[src/rtl/axis_mem_cmd_engine.sv]
// rtl/axis_mem_cmd_engine.sv - AXI-Stream command engine driving a single-port byte memory
module axis_mem_cmd_engine #(
  parameter int ADDR_W     = 16,
  parameter int RD_LATENCY = 1,
  parameter bit WR_ACK     = 1'b0
) (
  input  logic              core_clk,
  input  logic              rst_n,
  input  logic [31:0]       s_axis_tdata,
  input  logic              s_axis_tvalid,
  output logic              s_axis_tready,
  input  logic              s_axis_tlast,
  output logic [31:0]       m_axis_tdata,
  output logic              m_axis_tvalid,
  input  logic              m_axis_tready,
  output logic              m_axis_tlast,
  output logic              ena,
  output logic              wea,
  output logic [ADDR_W-1:0] addra,
  output logic [7:0]        dina,
  input  logic [7:0]        douta,
  output logic [15:0]       cmd_cnt,
  output logic [7:0]        err_cnt
);

  localparam logic [7:0] OP_WRITE = 8'h01;
  localparam logic [7:0] OP_READ  = 8'h02;
  localparam logic [7:0] OP_PING  = 8'h0F;
  localparam logic [7:0] OP_ERR   = 8'hEE;

  typedef enum logic [1:0] {IDLE, EXEC, WAIT, RESP} state_t;

  state_t      state;
  logic [7:0]  op_q;
  logic [15:0] addr_q;
  logic [7:0]  data_q;
  logic        tlast_q;
  logic [1:0]  wait_cnt;
  logic [7:0]  in_op;

  assign in_op = s_axis_tdata[31:24];

  // Command FSM: accept, drive the memory for one cycle, wait for read data, hold the response
  always_ff @(posedge core_clk or negedge rst_n) begin
    if (!rst_n) begin
      state         <= IDLE;
      s_axis_tready <= 1'b0;
      m_axis_tdata  <= '0;
      m_axis_tvalid <= 1'b0;
      m_axis_tlast  <= 1'b0;
      ena           <= 1'b0;
      wea           <= 1'b0;
      addra         <= '0;
      dina          <= '0;
      cmd_cnt       <= '0;
      err_cnt       <= '0;
      op_q          <= '0;
      addr_q        <= '0;
      data_q        <= '0;
      tlast_q       <= 1'b0;
      wait_cnt      <= '0;
    end else begin
      // Memory strobes are single-cycle pulses; they default low every cycle
      ena <= 1'b0;
      wea <= 1'b0;
      case (state)
        IDLE: begin
          s_axis_tready <= 1'b1;
          if (s_axis_tvalid && s_axis_tready) begin
            op_q          <= in_op;
            addr_q        <= s_axis_tdata[23:8];
            data_q        <= s_axis_tdata[7:0];
            tlast_q       <= s_axis_tlast;
            cmd_cnt       <= cmd_cnt + 16'd1;
            s_axis_tready <= 1'b0;
            // Strobes are registered here so they are visible exactly during EXEC
            addra         <= s_axis_tdata[8 +: ADDR_W];
            dina          <= s_axis_tdata[7:0];
            ena           <= (in_op == OP_WRITE) || (in_op == OP_READ);
            wea           <= (in_op == OP_WRITE);
            state         <= EXEC;
          end
        end
        EXEC: begin
          case (op_q)
            OP_WRITE: begin
              if (WR_ACK) begin
                m_axis_tdata  <= {OP_WRITE, addr_q, data_q};
                m_axis_tvalid <= 1'b1;
                m_axis_tlast  <= tlast_q;
                state         <= RESP;
              end else begin
                s_axis_tready <= 1'b1;
                state         <= IDLE;
              end
            end
            OP_READ: begin
              wait_cnt <= 2'(RD_LATENCY);
              state    <= WAIT;
            end
            OP_PING: begin
              m_axis_tdata  <= {OP_PING, 16'hA55A, 8'h00};
              m_axis_tvalid <= 1'b1;
              m_axis_tlast  <= tlast_q;
              state         <= RESP;
            end
            default: begin
              m_axis_tdata  <= {OP_ERR, addr_q, op_q};
              m_axis_tvalid <= 1'b1;
              m_axis_tlast  <= tlast_q;
              if (err_cnt != 8'hFF) begin
                err_cnt <= err_cnt + 8'd1;
              end
              state <= RESP;
            end
          endcase
        end
        WAIT: begin
          // douta is valid in the cycle the counter sits at 1
          if (wait_cnt == 2'd1) begin
            m_axis_tdata  <= {OP_READ, addr_q, douta};
            m_axis_tvalid <= 1'b1;
            m_axis_tlast  <= tlast_q;
            state         <= RESP;
          end else begin
            wait_cnt <= wait_cnt - 2'd1;
          end
        end
        RESP: begin
          if (m_axis_tready) begin
            m_axis_tvalid <= 1'b0;
            s_axis_tready <= 1'b1;
            state         <= IDLE;
          end
        end
        default: state <= IDLE;
      endcase
    end
  end

endmodule

[config.mk]
export PLATFORM = sky130hd
export DESIGN_NAME = axis_mem_cmd_engine
export DESIGN_NICKNAME = d
export VERILOG_FILES = /design/src/rtl/axis_mem_cmd_engine.sv
export SDC_FILE = /design/constraint.sdc
export NUM_CORES = 1
export LEC_CHECK = 0
export ABC_AREA = 1
export BUFFER_PORTS_ARGS = -buffer_cell sky130_fd_sc_hd__buf_2
export CORE_MARGIN = 2
export CORE_UTILIZATION = 52
export DETAILED_ROUTE_END_ITERATION = 12
export GPL_TIMING_DRIVEN = 0
export PLACE_DENSITY_LB_ADDON = 0.1
export SLEW_MARGIN = 20
export SYNTH_ARGS = -nofsm -noshare
export SYNTH_HDL_FRONTEND = slang
export SYNTH_SLANG_ARGS = --single-unit
[constraint.sdc]
create_clock -name core_clk -period 2 [get_ports core_clk]
set_input_delay 0.3 -clock core_clk [delete_from_list [all_inputs] [get_ports core_clk]]
set_output_delay 0.3 -clock core_clk [all_outputs]
set_load 0.01 [all_outputs]
* After elaboration in Yosys (flattened, before gate mapping)
Cells that the tools add are included.
** Storage, ports and cells
- Output and inout port bits :: 85
- Word-level logic and storage cells :: 76
- Bits of input ports :: 45
- Flip-flop bits (word level) :: 98
** Cells by class
- Reductions and logical operators :: 15
- $add $sub $neg :: 3
- Eq/ne operators :: 17
- Multiplexer cells :: 26
- Bitwise logic cells :: 1
** Operators by type and width (count)
- one-hot mux 32 bit (2 select lines) :: 2
- 2-to-1 mux 32 bit :: 1
- adder 16 x 1 -> 16 bit, second input constant :: 1
- equality test 8 x 1 -> 1 bit, second input constant :: 2
- equality test 8 x 2 -> 1 bit, second input constant :: 2
- AND reduction 3 bit :: 5
- inequality test 2 bit, second input constant :: 7
- 2-to-1 mux 1 bit :: 12
- 2-to-1 mux 2 bit :: 5
- adder 8 x 1 -> 8 bit, second input constant :: 1
- equality test 8 x 4 -> 1 bit, second input constant :: 1
- inequality test 8 bit, second input constant :: 1
- one-hot mux 2 bit (2 select lines) :: 2
- one-hot mux 2 bit (4 select lines) :: 1
- one-hot mux 1 bit (3 select lines) :: 2
- nonzero test 3 bit :: 2
- equality test 2 x 1 -> 1 bit, second input constant :: 2
- equality test 2 bit, second input constant :: 2
- AND reduction 4 bit :: 1
- OR reduction 3 bit :: 1
- logical NOT 2 bit :: 1
- one-hot mux 1 bit (2 select lines) :: 1
- AND reduction 2 bit :: 1
- nonzero test 2 bit :: 1
- 5 further kinds :: 5

* Longest topological paths before layout
- Word-level depth :: 4
- Gate-level depth with buffers :: 11
- Mapped depth without buffers :: 10

* Worst setup path after synthesis
No wires, ideal clock.
- Path kind :: register to register
- Start point :: register state[0]
- End point :: register cmd_cnt[9]
- Cell stages (with the launch flop) :: 9
- Path buffers :: 0
- Data arrival time :: 1467 ps
- Library setup time :: 118 ps
- Path slack :: 415 ps
- Data required time :: 1882 ps
- Period minus slack after synthesis :: 1585 ps
- Path through :: dfrtp_1 -> inv_1 -> ha_1 -> nand3_1 -> nor2_1 -> nand2_1 -> nor2_1 -> xor2_1 -> inv_1
** On the way
- Cells in the longest elaborated chain, start to end :: 2
** Ends and longest elaborated chain
- start: declaration :: RTL line 33 : state_t state;
- start signal: assignment :: RTL line 46 : state <= IDLE;
- start signal: assignment :: RTL line 81 : state <= EXEC;
- start signal: assignment :: RTL line 91 : state <= RESP;
- logical NOT 2 bit :: RTL line 66 : case (state)
- AND reduction 2 bit (no line)
- end signal: assignment :: RTL line 74 : cmd_cnt <= cmd_cnt + 16'd1;
- end: declaration :: RTL line 22 : output logic [15:0] cmd_cnt,
Every way passes these cells.
A chain may end at the register's enable or synchronous reset.

==> results.yml <==
outcome:
  outcome: "finished, final reports clean"
die:
  ioPinCount: 130
  chipWidth_um: 98.05
  floorplan.initialDensity: 0.5326
  rows: 34
  design.core.area_sq_mm: 0.008636
  die_h_um: 98.05
  die_area_sq_mm: 0.009613
setup_path:
  critical_path_peak_fanout: 10
  worst-r2r-setup-slack_ns: 0.20
  critical_path.reg2reg.endpoint: "m_axis_tdata[27]"
  r2r_cells: 8
  crit_type: "flip-flop to flip-flop"
  critical_path_arrival_ns: 2.10
  kind_of_end_point_of_the_critical_path: "flip-flop"
  worstPathRequired_ns: 2.31
  crit_path_start_kind: "flip-flop"
finish:
  antenna_cells_inserted: 0
  layout-drive-gt1-share: 0.2684
  final_core_util: 0.6534
  finish.net_count: 767
  area_growth_pct: 22.69
routing:
  first_iter_violations: 156
  final_antenna_net_count: 0
  postRouteWirelength_um: 10650
  avgRoutedWirePerCell_um: 12.88
  drt_first_pass_iters: 4
  detailed_route_vias_per_instance: 4.949
  num_vias: 4093
  drc: 0
global_routing:
  initial_antenna_violation_count: 0
  grt-ovfl-total: 0
  grt_pass1_wl_um: 18090
  grt_max_degree: 59
  grt_pass1_vias: 4018
  gr-usage-all-layers: 0.2308
logic_synthesis:
  dominantRegCellSynth: "dfrtp_1"
  synth_most_common_cell: "nand2_1"
  synth-seq-area-share: 0.5114
  yosysTopAreaCell: "dfrtp_1"
  postSynthAreaPerCell_sq_um: 8.013
  post_synth_inst_count: 574
  synth_top_cell_area_share: 0.5114
  mappedNetlistArea_sq_mm: 0.004599
  synthTopCellsByCount: "nand2_1, dfrtp_1, inv_1"
  synth_area_leaders: "dfrtp_1, nand2_1, nand3_1, inv_1, nor2_1"
  asyncSetResetFlopFracSynth: 1.000
  syn-num-nets: 627
  ys_warn_count: 0
  postSynthRegisterBits: 94
  synth_enable_flop_cells: 0
  synth.lib_cells_used.distinct: 32
worst_hold_path:
  worstHoldEndpoint: "addr_q[10]"
  hold_class: "input port to flip-flop"
  worst_hold_startpoint: "s_axis_tdata[18]"
  min_path_cells: 3
placed_design:
  place_hpwl_um: 7941
  gpl.final_weighted_congestion: 0.8646
  buffer_ports.inserted: 128
  pre_cts_slack_ns: 0.05598
clock_network:
  clock-root-buffer: "clkbuf_8"
  cts_buffer_depth: 2
  cts-buffers-inserted: 9
  clock_sink_count: 94
  h-tree-depth: 3
  clock_latency_on_the_worst_skew_pair_ns: 0.38
  postCtsSetupRepairBufs: 0
  path_clk_slew_ns: 0.11
  cts_tree: "yes"
sta:
  worst_slew_margin_rel: 0.6425
  count_of_endpoints_failing_hold_in_the_final_timing_report: 0
  finClkSkew_ns: 0.02302
  finalWorstPathRequiredPeriod_ns: 1.797
  slew_violations: 0
  postLayoutSetupSlackWorst_ns: 0.2027
  fmax_mhz: 556.4
  post-route-period-util: 0.8986
  timing_worst_slew_pin_value_ns: 0.5343
  rsz0062_at_grt: "no"
  report.final.setup_viol: 0
pwr:
  worst_ir_drop_on_vdd_mv: 0.7072
  powerDensity_mw_per_mm2: 1447
  static-leakage-power_uw: 0.003300
flow_run:
  max_cap_viol_count: 0
-- layout make-up --
class	instances	area, sq um
Tap cell	108	135.1
Clock inverter	7	86.33
Multi-Input combinational cell	396	1888
Sequential cell	94	2352
Inverter	59	221.5
Clock buffer	9	123.9
Buffer	24	151.4
Timing Repair Buffer	130	684.4
Fill cell	819	2993
-- how the worst max path moves through the flow --
stage                         start                to  slack (ns)
after global routing       state[0]  m_axis_tdata[30]       0.002
after floorplan            state[0]        cmd_cnt[9]        0.41
final                     flip-flop  m_axis_tdata[27]        0.20
after global placement        rst_n        err_cnt[7]       -0.29
after CTS                  state[0]           op_q[3]        0.02
after detailed placement   state[0]           op_q[3]        0.06
-- logic make-up (layout without fill, tap and decap cells) --
| kind of cell | after synthesis | count (layout) | synth area share |
|---|---|---|---|
| compound gates | 40 | 40 | 0.04978 |
| xor+xnor | 15 | 15 | 0.02856 |
| fa+ha+maj | 8 | 8 | 0.02176 |
| buf+inv | 84 | 229 | 0.08025 |
| flops | 94 | 94 | 0.5114 |
| other cells | 1 | 1 | 0.0008153 |
| simple gates | 332 | 332 | 0.3074 |
-- timing repair --
action	in CTS	in global routing
resized for setup	0	15
hold endpoints to repair	36	0
hold buffers	1	0
setup endpoints to repair	0	41
-- critical path: stages (launching register included) --
cell and delay [ns]:
dfrtp_1 0.41, inv_1 0.14, ha_1 0.29, inv_1 0.10, a21oi_2 0.18, buf_4 0.19
buf_2 0.24, nand3_1 0.11, nand2_1 0.09
-- sequential cells by signal, summed over array words and instances (netlist names), named ones only --
name,flops
m_axis_tlast,1
tlast_q,1
ena,1
s_axis_tready,1
addr_q,16
wea,1
wait_cnt,2
dina,8
op_q,8
state,1
m_axis_tvalid,1
cmd_cnt,16
m_axis_tdata,28
err_cnt,8
-- through the flow --
stage / setup TNS, ns / total power, uW / instance area (sq um) / std cells / hold slack [ns]
2_1_floorplan: 0 / 5575 / 4599 / 574 / 0.004409
3_3_place_gp: -26.70 / 6737 / 5375 / 810 / 0.4405
3_5_place_dp: 0 / 6870 / 5409 / 811 / 0.2240
4_1_cts: 0 / 8227 / 5629 / 828 / 0.09802
5_1_grt: 0 / 8894 / 5643 / 827 / 0.09636
6_report: 0 / 8165 / 5643 / 827 / 0.1082
-- placed cells by master, fill, tap and decap left out, types with 2 or more instances in the layout --
cell / n
inv_2: 2
nand2_2: 14
nor2_1: 32
nor2_4: 2
xor2_1: 12
buf_2: 136
nand4_1: 9
inv_8: 2
nor4_1: 2
nand3_1: 49
clkbuf_1: 2
inv_1: 57
ha_1: 8
dfrtp_1: 94
a21oi_1: 9
nor3_1: 2
nand2_1: 212
clkbuf_8: 9
buf_6: 2
nor2_2: 5
inv_6: 2
buf_4: 5
clkbuf_2: 6
nand3b_1: 2
o21ai_0: 20
o21bai_1: 8
xnor2_1: 3
-- power breakdown --
group          switching (uW)  internal, uW
clock                     734           607
combinational            2220          1480
sequential                502          2620
-- layer usage --
metal / vias to the layer above / share of wire / global-route usage
li1: 2067 / - / -
met1: 1917 / 0.44 / 0.2926
met2: 99 / 0.49 / 0.3936
met3: 10 / 0.058 / 0.05440
met4: 0 / 0.012 / 0.07265
met5: - / 0 / 0
Note: power is estimated with default switching activity, not from simulation.
